## src/rtl/fp_unpacker_if.sv

```systemverilog
// Operand-side and result-side handshake bundle for fp_unpacker.
//   slave  : the unpacker (takes operands, produces unpacked results)
//   master : the producer/consumer pair driving and draining it
// Signals:
//   in_valid/in_ready/mode_fp/operand     operand handshake and payload
//   out_valid/out_ready                   result handshake
//   out_mode_fp/out_sign/out_exp/out_mant unpacked result
//   is_zero/is_inf/is_nan/is_snan/is_subnormal  operand classification
interface fp_unpacker_if;
    logic        in_valid;
    logic        in_ready;
    logic        mode_fp;
    logic [31:0] operand;
    logic        out_valid;
    logic        out_ready;
    logic        out_mode_fp;
    logic        out_sign;
    logic [7:0]  out_exp;
    logic [22:0] out_mant;
    logic        is_zero;
    logic        is_inf;
    logic        is_nan;
    logic        is_snan;
    logic        is_subnormal;

    modport slave (
        input  in_valid, mode_fp, operand, out_ready,
        output in_ready, out_valid, out_mode_fp, out_sign, out_exp, out_mant,
               is_zero, is_inf, is_nan, is_snan, is_subnormal
    );

    modport master (
        output in_valid, mode_fp, operand, out_ready,
        input  in_ready, out_valid, out_mode_fp, out_sign, out_exp, out_mant,
               is_zero, is_inf, is_nan, is_snan, is_subnormal
    );
endinterface

```

## src/rtl/fp_unpacker.sv

```systemverilog
// Unpacks an IEEE-754 half or single operand into sign / 8-bit single-bias
// exponent / 23-bit fraction, plus zero/inf/NaN/sNaN/subnormal flags.
// Half subnormals are normalised one bit per cycle in StNorm.
// Ports:
//   clk  rising-edge clock
//   rst  synchronous active-low reset
//   bus  fp_unpacker_if.slave (operand and result handshakes, result fields)
module fp_unpacker #(
    parameter int unsigned SP_EXP_BIAS = 127,
    parameter int unsigned HP_EXP_BIAS = 15
) (
    input  logic                 clk,
    input  logic                 rst,
    fp_unpacker_if.slave         bus
);
    localparam logic [7:0] REBIAS = 8'(SP_EXP_BIAS - HP_EXP_BIAS);
    // A half subnormal has the exponent of e=1; the first shift brings it to REBIAS.
    localparam logic [7:0] SUB_START_EXP = REBIAS + 8'd1;

    typedef enum logic [1:0] {StIdle, StNorm, StHold} state_e;

    state_e      state_q, state_d;
    logic        mode_q, mode_d;
    logic        sign_q, sign_d;
    logic [7:0]  exp_q, exp_d;
    logic [22:0] mant_q, mant_d;
    logic        zero_q, zero_d;
    logic        inf_q, inf_d;
    logic        nan_q, nan_d;
    logic        snan_q, snan_d;
    logic        sub_q, sub_d;
    // Normalisation working registers, kept apart so outputs hold their old values in StNorm.
    logic [10:0] norm_m_q, norm_m_d;
    logic [7:0]  norm_e_q, norm_e_d;

    logic [7:0]  s_e;
    logic [22:0] s_f;
    logic [4:0]  h_e;
    logic [9:0]  h_f;

    assign s_e = bus.operand[30:23];
    assign s_f = bus.operand[22:0];
    assign h_e = bus.operand[14:10];
    assign h_f = bus.operand[9:0];

    always_comb begin
        state_d  = state_q;
        mode_d   = mode_q;
        sign_d   = sign_q;
        exp_d    = exp_q;
        mant_d   = mant_q;
        zero_d   = zero_q;
        inf_d    = inf_q;
        nan_d    = nan_q;
        snan_d   = snan_q;
        sub_d    = sub_q;
        norm_m_d = norm_m_q;
        norm_e_d = norm_e_q;

        unique case (state_q)
            StIdle: begin
                if (bus.in_valid) begin
                    mode_d = bus.mode_fp;
                    if (bus.mode_fp) begin
                        sign_d  = bus.operand[31];
                        exp_d   = s_e;
                        mant_d  = s_f;
                        zero_d  = (s_e == 8'd0) && (s_f == 23'd0);
                        sub_d   = (s_e == 8'd0) && (s_f != 23'd0);
                        inf_d   = (&s_e) && (s_f == 23'd0);
                        nan_d   = (&s_e) && (s_f != 23'd0);
                        snan_d  = (&s_e) && (s_f != 23'd0) && !s_f[22];
                        state_d = StHold;
                    end else begin
                        sign_d = bus.operand[15];
                        zero_d = (h_e == 5'd0) && (h_f == 10'd0);
                        sub_d  = (h_e == 5'd0) && (h_f != 10'd0);
                        inf_d  = (&h_e) && (h_f == 10'd0);
                        nan_d  = (&h_e) && (h_f != 10'd0);
                        snan_d = (&h_e) && (h_f != 10'd0) && !h_f[9];
                        if ((h_e == 5'd0) && (h_f != 10'd0)) begin
                            norm_m_d = {1'b0, h_f};
                            norm_e_d = SUB_START_EXP;
                            state_d  = StNorm;
                        end else begin
                            mant_d = {h_f, 13'd0};
                            if (h_e == 5'd0) begin
                                exp_d = 8'd0;
                            end else if (&h_e) begin
                                exp_d = 8'hFF;
                            end else begin
                                exp_d = {3'd0, h_e} + REBIAS;
                            end
                            state_d = StHold;
                        end
                    end
                end
            end
            StNorm: begin
                norm_m_d = {norm_m_q[9:0], 1'b0};
                norm_e_d = norm_e_q - 8'd1;
                // Stop once the leading one reaches the implicit-bit position.
                if (norm_m_d[10]) begin
                    exp_d   = norm_e_d;
                    mant_d  = {norm_m_d[9:0], 13'd0};
                    state_d = StHold;
                end
            end
            StHold: begin
                if (bus.out_ready) begin
                    state_d = StIdle;
                end
            end
            default: state_d = StIdle;
        endcase
    end

    always_ff @(posedge clk) begin
        if (!rst) begin
            state_q  <= StIdle;
            mode_q   <= 1'b0;
            sign_q   <= 1'b0;
            exp_q    <= 8'd0;
            mant_q   <= 23'd0;
            zero_q   <= 1'b0;
            inf_q    <= 1'b0;
            nan_q    <= 1'b0;
            snan_q   <= 1'b0;
            sub_q    <= 1'b0;
            norm_m_q <= 11'd0;
            norm_e_q <= 8'd0;
        end else begin
            state_q  <= state_d;
            mode_q   <= mode_d;
            sign_q   <= sign_d;
            exp_q    <= exp_d;
            mant_q   <= mant_d;
            zero_q   <= zero_d;
            inf_q    <= inf_d;
            nan_q    <= nan_d;
            snan_q   <= snan_d;
            sub_q    <= sub_d;
            norm_m_q <= norm_m_d;
            norm_e_q <= norm_e_d;
        end
    end

    assign bus.in_ready     = (state_q == StIdle);
    assign bus.out_valid    = (state_q == StHold);
    assign bus.out_mode_fp  = mode_q;
    assign bus.out_sign     = sign_q;
    assign bus.out_exp      = exp_q;
    assign bus.out_mant     = mant_q;
    assign bus.is_zero      = zero_q;
    assign bus.is_inf       = inf_q;
    assign bus.is_nan       = nan_q;
    assign bus.is_snan      = snan_q;
    assign bus.is_subnormal = sub_q;
endmodule

```

## src/flat_wrapper.sv

```systemverilog
// flat-port wrapper written by rule: the top's interface ports become plain ports
module fp_unpacker_flat 
#(
    parameter int unsigned SP_EXP_BIAS = 127,
    parameter int unsigned HP_EXP_BIAS = 15
)
  (clk, rst, bus_in_valid, bus_mode_fp, bus_operand, bus_out_ready, bus_in_ready, bus_out_valid, bus_out_mode_fp, bus_out_sign, bus_out_exp, bus_out_mant, bus_is_zero, bus_is_inf, bus_is_nan, bus_is_snan, bus_is_subnormal);
  fp_unpacker_if bus_i ();
  input  logic clk;
  input  logic rst;
  input wire logic [$bits(bus_i.in_valid)-1:0] bus_in_valid;
  input wire logic [$bits(bus_i.mode_fp)-1:0] bus_mode_fp;
  input wire logic [$bits(bus_i.operand)-1:0] bus_operand;
  input wire logic [$bits(bus_i.out_ready)-1:0] bus_out_ready;
  output wire logic [$bits(bus_i.in_ready)-1:0] bus_in_ready;
  output wire logic [$bits(bus_i.out_valid)-1:0] bus_out_valid;
  output wire logic [$bits(bus_i.out_mode_fp)-1:0] bus_out_mode_fp;
  output wire logic [$bits(bus_i.out_sign)-1:0] bus_out_sign;
  output wire logic [$bits(bus_i.out_exp)-1:0] bus_out_exp;
  output wire logic [$bits(bus_i.out_mant)-1:0] bus_out_mant;
  output wire logic [$bits(bus_i.is_zero)-1:0] bus_is_zero;
  output wire logic [$bits(bus_i.is_inf)-1:0] bus_is_inf;
  output wire logic [$bits(bus_i.is_nan)-1:0] bus_is_nan;
  output wire logic [$bits(bus_i.is_snan)-1:0] bus_is_snan;
  output wire logic [$bits(bus_i.is_subnormal)-1:0] bus_is_subnormal;
  assign bus_i.in_valid = bus_in_valid;
  assign bus_i.mode_fp = bus_mode_fp;
  assign bus_i.operand = bus_operand;
  assign bus_i.out_ready = bus_out_ready;
  assign bus_in_ready = bus_i.in_ready;
  assign bus_out_valid = bus_i.out_valid;
  assign bus_out_mode_fp = bus_i.out_mode_fp;
  assign bus_out_sign = bus_i.out_sign;
  assign bus_out_exp = bus_i.out_exp;
  assign bus_out_mant = bus_i.out_mant;
  assign bus_is_zero = bus_i.is_zero;
  assign bus_is_inf = bus_i.is_inf;
  assign bus_is_nan = bus_i.is_nan;
  assign bus_is_snan = bus_i.is_snan;
  assign bus_is_subnormal = bus_i.is_subnormal;
  fp_unpacker #(.SP_EXP_BIAS(SP_EXP_BIAS), .HP_EXP_BIAS(HP_EXP_BIAS)) u_core (.clk(clk), .rst(rst), .bus(bus_i));
endmodule
```

## config.mk

```make
export PLATFORM = sky130hd
export DESIGN_NAME = fp_unpacker_flat
export DESIGN_NICKNAME = d
export VERILOG_FILES = /design/src/rtl/fp_unpacker_if.sv /design/src/rtl/fp_unpacker.sv /design/src/flat_wrapper.sv
export SDC_FILE = /design/constraint.sdc
export NUM_CORES = 1
export LEC_CHECK = 0
export ABC_CLOCK_PERIOD_IN_PS = 2510
export CORE_UTILIZATION = 25
export CTS_CLUSTER_SIZE = 30
export DETAILED_ROUTE_END_ITERATION = 10
export PLACE_DENSITY = 0.52
export SYNTH_ARGS = -nofsm -noshare
export SYNTH_HDL_FRONTEND = slang
export SYNTH_SLANG_ARGS = --single-unit
```

## constraint.sdc

```tcl
create_clock -name clk -period 2.51 [get_ports clk]
set_clock_uncertainty 0.05 [all_clocks]
set_input_delay 0.3765 -clock clk [delete_from_list [all_inputs] [get_ports clk]]
set_output_delay 0.3765 -clock clk [all_outputs]
set_load 0.03 [all_outputs]
```

==> summary.txt <==
Outcome
  – Status: completed

Floorplan
  – # IOs: 77
  – Initial core utilization: a little over a quarter
  – Core ar.: approximately 0.012 mm²
  – Die Y: approximately 110 µm
  – Row count: 40
  – Die width: 114 µm
  – Die area: 0.0131 mm²

CTS
  – CTS tree: done
  – CTS resizes: 0
  – Clock buffer count from CTS: 9
  – Clock slew seen by the registers of the worst setup and hold paths: 0.05 ns
  – Clock root buffer master: clkbuf_16
  – Hold Buf Count CTS: 0
  – # clock sinks: 58
  – Worst skew pair latency: between 0.3 and 0.4 ns
  – Postcts setup bufs: 0
  – Clock buffer depth: 2
  – H-Tree Depth: 3

Setup path
  – Critical setup path kind: input pin to flop
  – R2R cell count: 6
  – Critical path startpoint: bus_operand[11]
  – Critical Path Slowest Stage Cell: clkdlybuf4s50_1
  – R2r endpoint: u_core.bus.out_mant[18]
  – Crit path cell chain: clkdlybuf4s50_1, nor3_2, nand2_1, o31ai_4, buf_4, mux2i_1
  – Critical Path AT: approximately 2.3 ns
  – CP delay by family, top: buffers and inverters
  – Buf/Inv on CP: 2
  – FF-to-FF setup slack: 0.70 ns
  – Crit path capture type: flop
  – R2r startpoint: u_core.state_q[0]
  – Crit start category: input pin
  – Slowest stage delay, CP: 0.59 ns
  – Worst path required time: 2.71 ns
  – CP max FO: 11

Synth
  – Unique masters post-synth: between 50 and 60
  – Post-synthesis instance total: 377
  – Syn Area/Cell: 8.39 µm²
  – Top cell type's share of synthesized area: 36.7%
  – Leading area contributor after synthesis: dfxtp_1
  – Synth top area cells: dfxtp_1, mux2i_1, nand2_1
  – Synth Net Count: 415
  – Yosys reg bits: 58
  – Register area share after synthesis: a little under two fifths
  – Ys Warns: 0
  – Post-Syn Area: 0.00316 mm²

GRT
  – Antenna violations before repair: 0
  – GR Overflow Total: 0
  – Vias in the first global route: 3135
  – Total Routing Usage GR: 16.2%
  – Largest net degree at the start of global routing: 36
  – First-pass GRT wire length: 16500 µm

Routing
  – Vias: 3095
  – DRC viols: 0
  – Router iterations before antenna repair: 4
  – Routed wire length: 10100 µm
  – Routed Antenna Nets: 0
  – Number of vias per cell: ~4.9
  – Wirelength per Cell: 15.9 µm
  – DR iter-0 viols: ~210

Timing
  – Final Cycle Share: between 80% and 90%
  – Max Slew Vio Count: 0
  – Setup violations, final: 0
  – Max Fclk: slightly below 500 MHz
  – Setup TNS: 0 ns
  – Unrepaired setup endpoints after global routing: false
  – Hold Vio Cnt, Final: 0
  – Worst-Margin Slew: 0.714 ns
  – Slew headroom: 52.0%
  – Final Critical Period: 2.07 ns

Layout
  – Fill cell count: ~1.3k
  – Post-Layout Cell Count: 632
  – Layout overhead on the synthesized area: 40.8%
  – Net count, final: 497
  – Antenna Cells: 0
  – Share of cells above drive strength 1: 10.6%

Min path
  – WHS Path Cells: 2
  – Endpoint, Worst Hold: u_core.bus.out_mant[17]
  – Hold Path Class: flop to flop
  – Hold path start: u_core.bus.out_mant[17]

Flow run
  – Max_cap viols: 0

Place
  – Port Buf Inserts: 76
  – Placed insts: 616
  – Final GP Congestion: between 0.7 and 0.8
  – Final HPWL DP: approximately 7400 µm

Power and ir drop
  – Power density cells: 609 mW/mm²
  – Maximum vdd drop: 381 µV
  – Leakage: 1.74 nW
## cells in the mapped netlist, drive strengths merged
library cell and count:
a2111oi 1, a211o 2, a211oi 2, a21boi 3, a21oi 6, a31oi 15, a32oi 1, a41oi 2
and2 2, and3 5, and3b 1, and4 2, buf 13, clkbuf 17, dfxtp 58, ha 1
inv 6, mux2 2, mux2i 44, nand2 78, nand2b 1, nand3 15, nand3b 1, nand4 3
nor2 10, nor2b 6, nor3 7, nor3b 3, nor4 7, o2111ai 1, o211a 2, o211ai 16
o21a 3, o21ai 30, o221a 1, o221ai 1, o311ai 1, o31ai 3, o41ai 1, or3 1
or4 1, xor2 2
## cell type report
type / count / area [µm²] / share of cell area [%]
clock buffer: 14 / 264 / 5.93
clock inverter: 2 / 35.0 / 0.787
inverter: 6 / 22.5 / 0.506
multi-input combinational: 283 / 1810 / 40.5
sequential: 58 / 1160 / 26.1
tap: 168 / 210 / 4.72
timing repair buffer: 101 / 956 / 21.5
## power by group
part | internal [mW] | switching [mW] | leakage, nW
clock network | 0.821 | 0.424 | 0.147
registers | 0.965 | 0.0253 | 0.473
logic | 0.215 | 0.262 | 1.12
total | 2.00 | 0.711 | 1.74
## cell usage in the layout (no fill, tap or decap), types with 10 or more instances in the layout
master and count:
nand2_1 78, clkdlybuf4s50_1 75, dfxtp_1 58, mux2i_1 44, o21ai_0 29, buf_4 24, o211ai_1 16, a31oi_1 15
nand3_1 14, nor2_1 10
## tightest hold or removal path, cell delays in order, from the launching register on
cell and delay (ns):
dfxtp_1 0.30, nand2_1 0.05, mux2i_1 0.05
## metrics by stage
stage	setup slack [ns]	total power, mW	util [%]	cell area [µm²]	hold slack (ns)
2_1_floorplan	0.869	1.27	-	3160	0.399
5_1_grt	0.329	2.82	36.6	4450	0.432
6_report	0.442	2.71	36.6	4450	0.407
4_1_cts	0.425	2.74	36.6	4450	0.412
3_5_place_dp	0.123	1.49	34.2	4160	0.405
3_3_place_gp	0.186	1.48	34.2	4160	0.399
## worst max path at each step
stage / end / slack [ns] / cells past startpoint
floorplan: u_core.bus.out_exp[0] / 0.87 / 6
global placement: u_core.norm_e_q[4] / 0.19 / 5
detailed placement: u_core.bus.out_mant[18] / 0.12 / 6
CTS: bus_out_valid / 0.42 / 3
global route: u_core.bus.out_mant[18] / 0.33 / 6
finish: u_core.bus.out_mant[18] / 0.44 / 6
## sequential cells by signal, summed over array words and instances, names as in the netlist
signal,cells
u_core.bus.out_mant,23
u_core.norm_m_q,10
u_core.bus.out_exp,8
u_core.norm_e_q,8
u_core.state_q,2
u_core.bus.is_inf,1
u_core.bus.is_nan,1
u_core.bus.is_snan,1
u_core.bus.is_subnormal,1
u_core.bus.is_zero,1
u_core.bus.out_mode_fp,1
u_core.bus.out_sign,1
## cells by family (layout without fill, tap and decap cells)
group / Yosys count / after routing / share of synthesized area [%]
adders and majority gates: 1 / 1 / 0.396
xor gates and xnor gates: 2 / 2 / 0.554
and+or+nand+nor: 143 / 143 / 22.0
AOI/OAI and AO/OA: 91 / 91 / 19.5
muxes: 46 / 46 / 14.6
DFF: 58 / 58 / 36.7
buffers and inverters: 36 / 123 / 6.21
## layer usage
layer	global-route usage (%)	up-vias	wire length, µm
met2	25.1	91	4470
li1	-	1538	-
met3	3.65	20	488
met1	22.1	1446	4890
met5	0	-	0
met4	5.71	0	220
No activity file was read; power rests on OpenSTA's default activity.
==> edit (same flow settings) <==
Encoding of `state_e`: now one-hot (3 bits for 3 states).
--- a/src/rtl/fp_unpacker.sv
+++ b/src/rtl/fp_unpacker.sv
@@ -17,7 +17,7 @@
     // A half subnormal has the exponent of e=1; the first shift brings it to REBIAS.
     localparam logic [7:0] SUB_START_EXP = REBIAS + 8'd1;
 
-    typedef enum logic [1:0] {StIdle, StNorm, StHold} state_e;
+    typedef enum logic [2:0] {StIdle = 3'b001, StNorm = 3'b010, StHold = 3'b100} state_e;
 
     state_e      state_q, state_d;
     logic        mode_q, mode_d;
Function: same outputs for any inputs over 10 cycles, from zero or initial values and one cycle with rst low; not proved beyond that.
==> edit against the original RTL <==
  * Cell area decreased by 3.8%
  * Largest power group unchanged
  * Sequential share of layout area increased by 1.5 points
  * Synthesized area decreased by 7.8%
  * Global-route usage decreased by 0.40 points
  * First-iteration DRC count decreased by 60%
  * Register-to-register slack got worse by 0.26 ns
  * Sequential cell count increased by 1
  * Setup slack got worse by 0.17 ns
  * Power increased by 14%
  * Largest cell class unchanged
  * Wire length decreased by 9.2%
  * Final cell count decreased by 6.0%
  * Critical path type unchanged
  * Hold slack about the same
==> edit: results <==
{
  "dp_slack_ns": -0.0750,
  "r2r_cells": 8,
  "grt_pass1_vias": 2763,
  "synth_common_cells": "dfxtp_1 (59), nand2_1 (50), o21ai_0 (37)",
  "synth.distinct_cells": 50,
  "netlist_top_cells_area": "dfxtp_1 (40%), mux2i_1 (8.6%), nand2_1 (6.4%)",
  "vdd_drop_max_v": 0.000390,
  "startpoint": "bus_operand[2]",
  "cp-endpoint": "u_core.state_q[2]$_SDFFE_PN0P_",
  "finalCritPeriodShare": 0.890,
  "nets": 485,
  "r2r_setup_slack_ns": 0.44,
  "yosysSeqAreaShare": 0.405,
  "p_leak_nw": 1.59,
  "outcome": "finished, final reports clean",
  "grt_first_pass_wirelength_mm": 14.2,
  "reg2reg_to": "u_core.bus.out_exp[7]$_SDFFE_PN0P_",
  "cp_slowest_stage_delay_ns": 0.66,
  "worst_slew_pin_slew_ns": 0.513,
  "syn-num-nets": 396,
  "fill_cells": 1172,
  "dp_cells": 579,
  "place_congestion": 0.784,
  "num_vias": 2918,
  "track_usage": 0.158,
  "drive_gt1_frac": 0.115,
  "worstPathMaxFanout": 3,
  "wirelength_mm": 9.15,
  "drtIter0Drc": 86
}
## edit: metrics by stage
stage	power [mW]	instance area, um2
6_report	3.08	4280
5_1_grt	3.22	4280
4_1_cts	3.12	4280
3_5_place_dp	1.88	3990
3_3_place_gp	1.87	3990
2_1_floorplan	1.55	2920
## edit: cell type report
type                       count  area share
clock buffer                  13      0.0608
clock inverter                 2     0.00818
inverter                       7     0.00613
multi-input combinational    266       0.371
sequential                    59       0.276
tap                          143      0.0418
timing repair buffer         104       0.236
## edit: critical path, delay by kind of cell
family,cells,cell delay [ns]
buffers and inverters,1,0.42
and+or+nand+nor,4,1.45
AOI/OAI and AO/OA,1,0.19
## edit: how the worst min path moves through the flow
| stage | startpoint | endpoint | slack (ns) |
|---|---|---|---|
| 6_report | u_core.norm_m_q[0]$_SDFFE_PN0P_ | u_core.norm_m_q[0]$_SDFFE_PN0P_ | 0.41 |
| 5_1_grt | u_core.bus.out_exp[7]$_SDFFE_PN0P_ | u_core.bus.out_exp[7]$_SDFFE_PN0P_ | 0.44 |
| 4_1_cts | u_core.norm_m_q[0]$_SDFFE_PN0P_ | u_core.norm_m_q[0]$_SDFFE_PN0P_ | 0.41 |
| 3_5_place_dp | u_core.norm_m_q[0]$_SDFFE_PN0P_ | u_core.norm_m_q[0]$_SDFFE_PN0P_ | 0.40 |
| 3_3_place_gp | u_core.norm_m_q[0]$_SDFFE_PN0P_ | u_core.norm_m_q[0]$_SDFFE_PN0P_ | 0.40 |
| 2_1_floorplan | u_core.norm_m_q[0]$_SDFFE_PN0P_ | u_core.norm_m_q[0]$_SDFFE_PN0P_ | 0.39 |
## edit: power breakdown
| part | internal (mW) | switching, mW |
|---|---|---|
| combinational | 0.348 | 0.413 |
| sequential | 1.03 | 0.0620 |
| clock | 0.814 | 0.410 |
| total | 2.20 | 0.886 |
## edit: cells by family (layout without fill, tap and decap cells)
group           Yosys count  after routing  synth area share
compound gates           87             87             0.188
xor+xnor                  5              5            0.0150
fa+ha+maj                 1              1           0.00429
buf+inv                  33            126            0.0498
flops                    59             59             0.405
mux                      26             26            0.0897
simple gates            147            147             0.248
## edit: per-layer routing
layer / part of all wire / up-vias / global-route usage
li1: - / 1460 / -
met1: 0.45 / 1379 / 0.191
met2: 0.50 / 69 / 0.271
met3: 0.046 / 10 / 0.0494
met4: 0.0097 / 0 / 0.0400
met5: 0 / - / 0
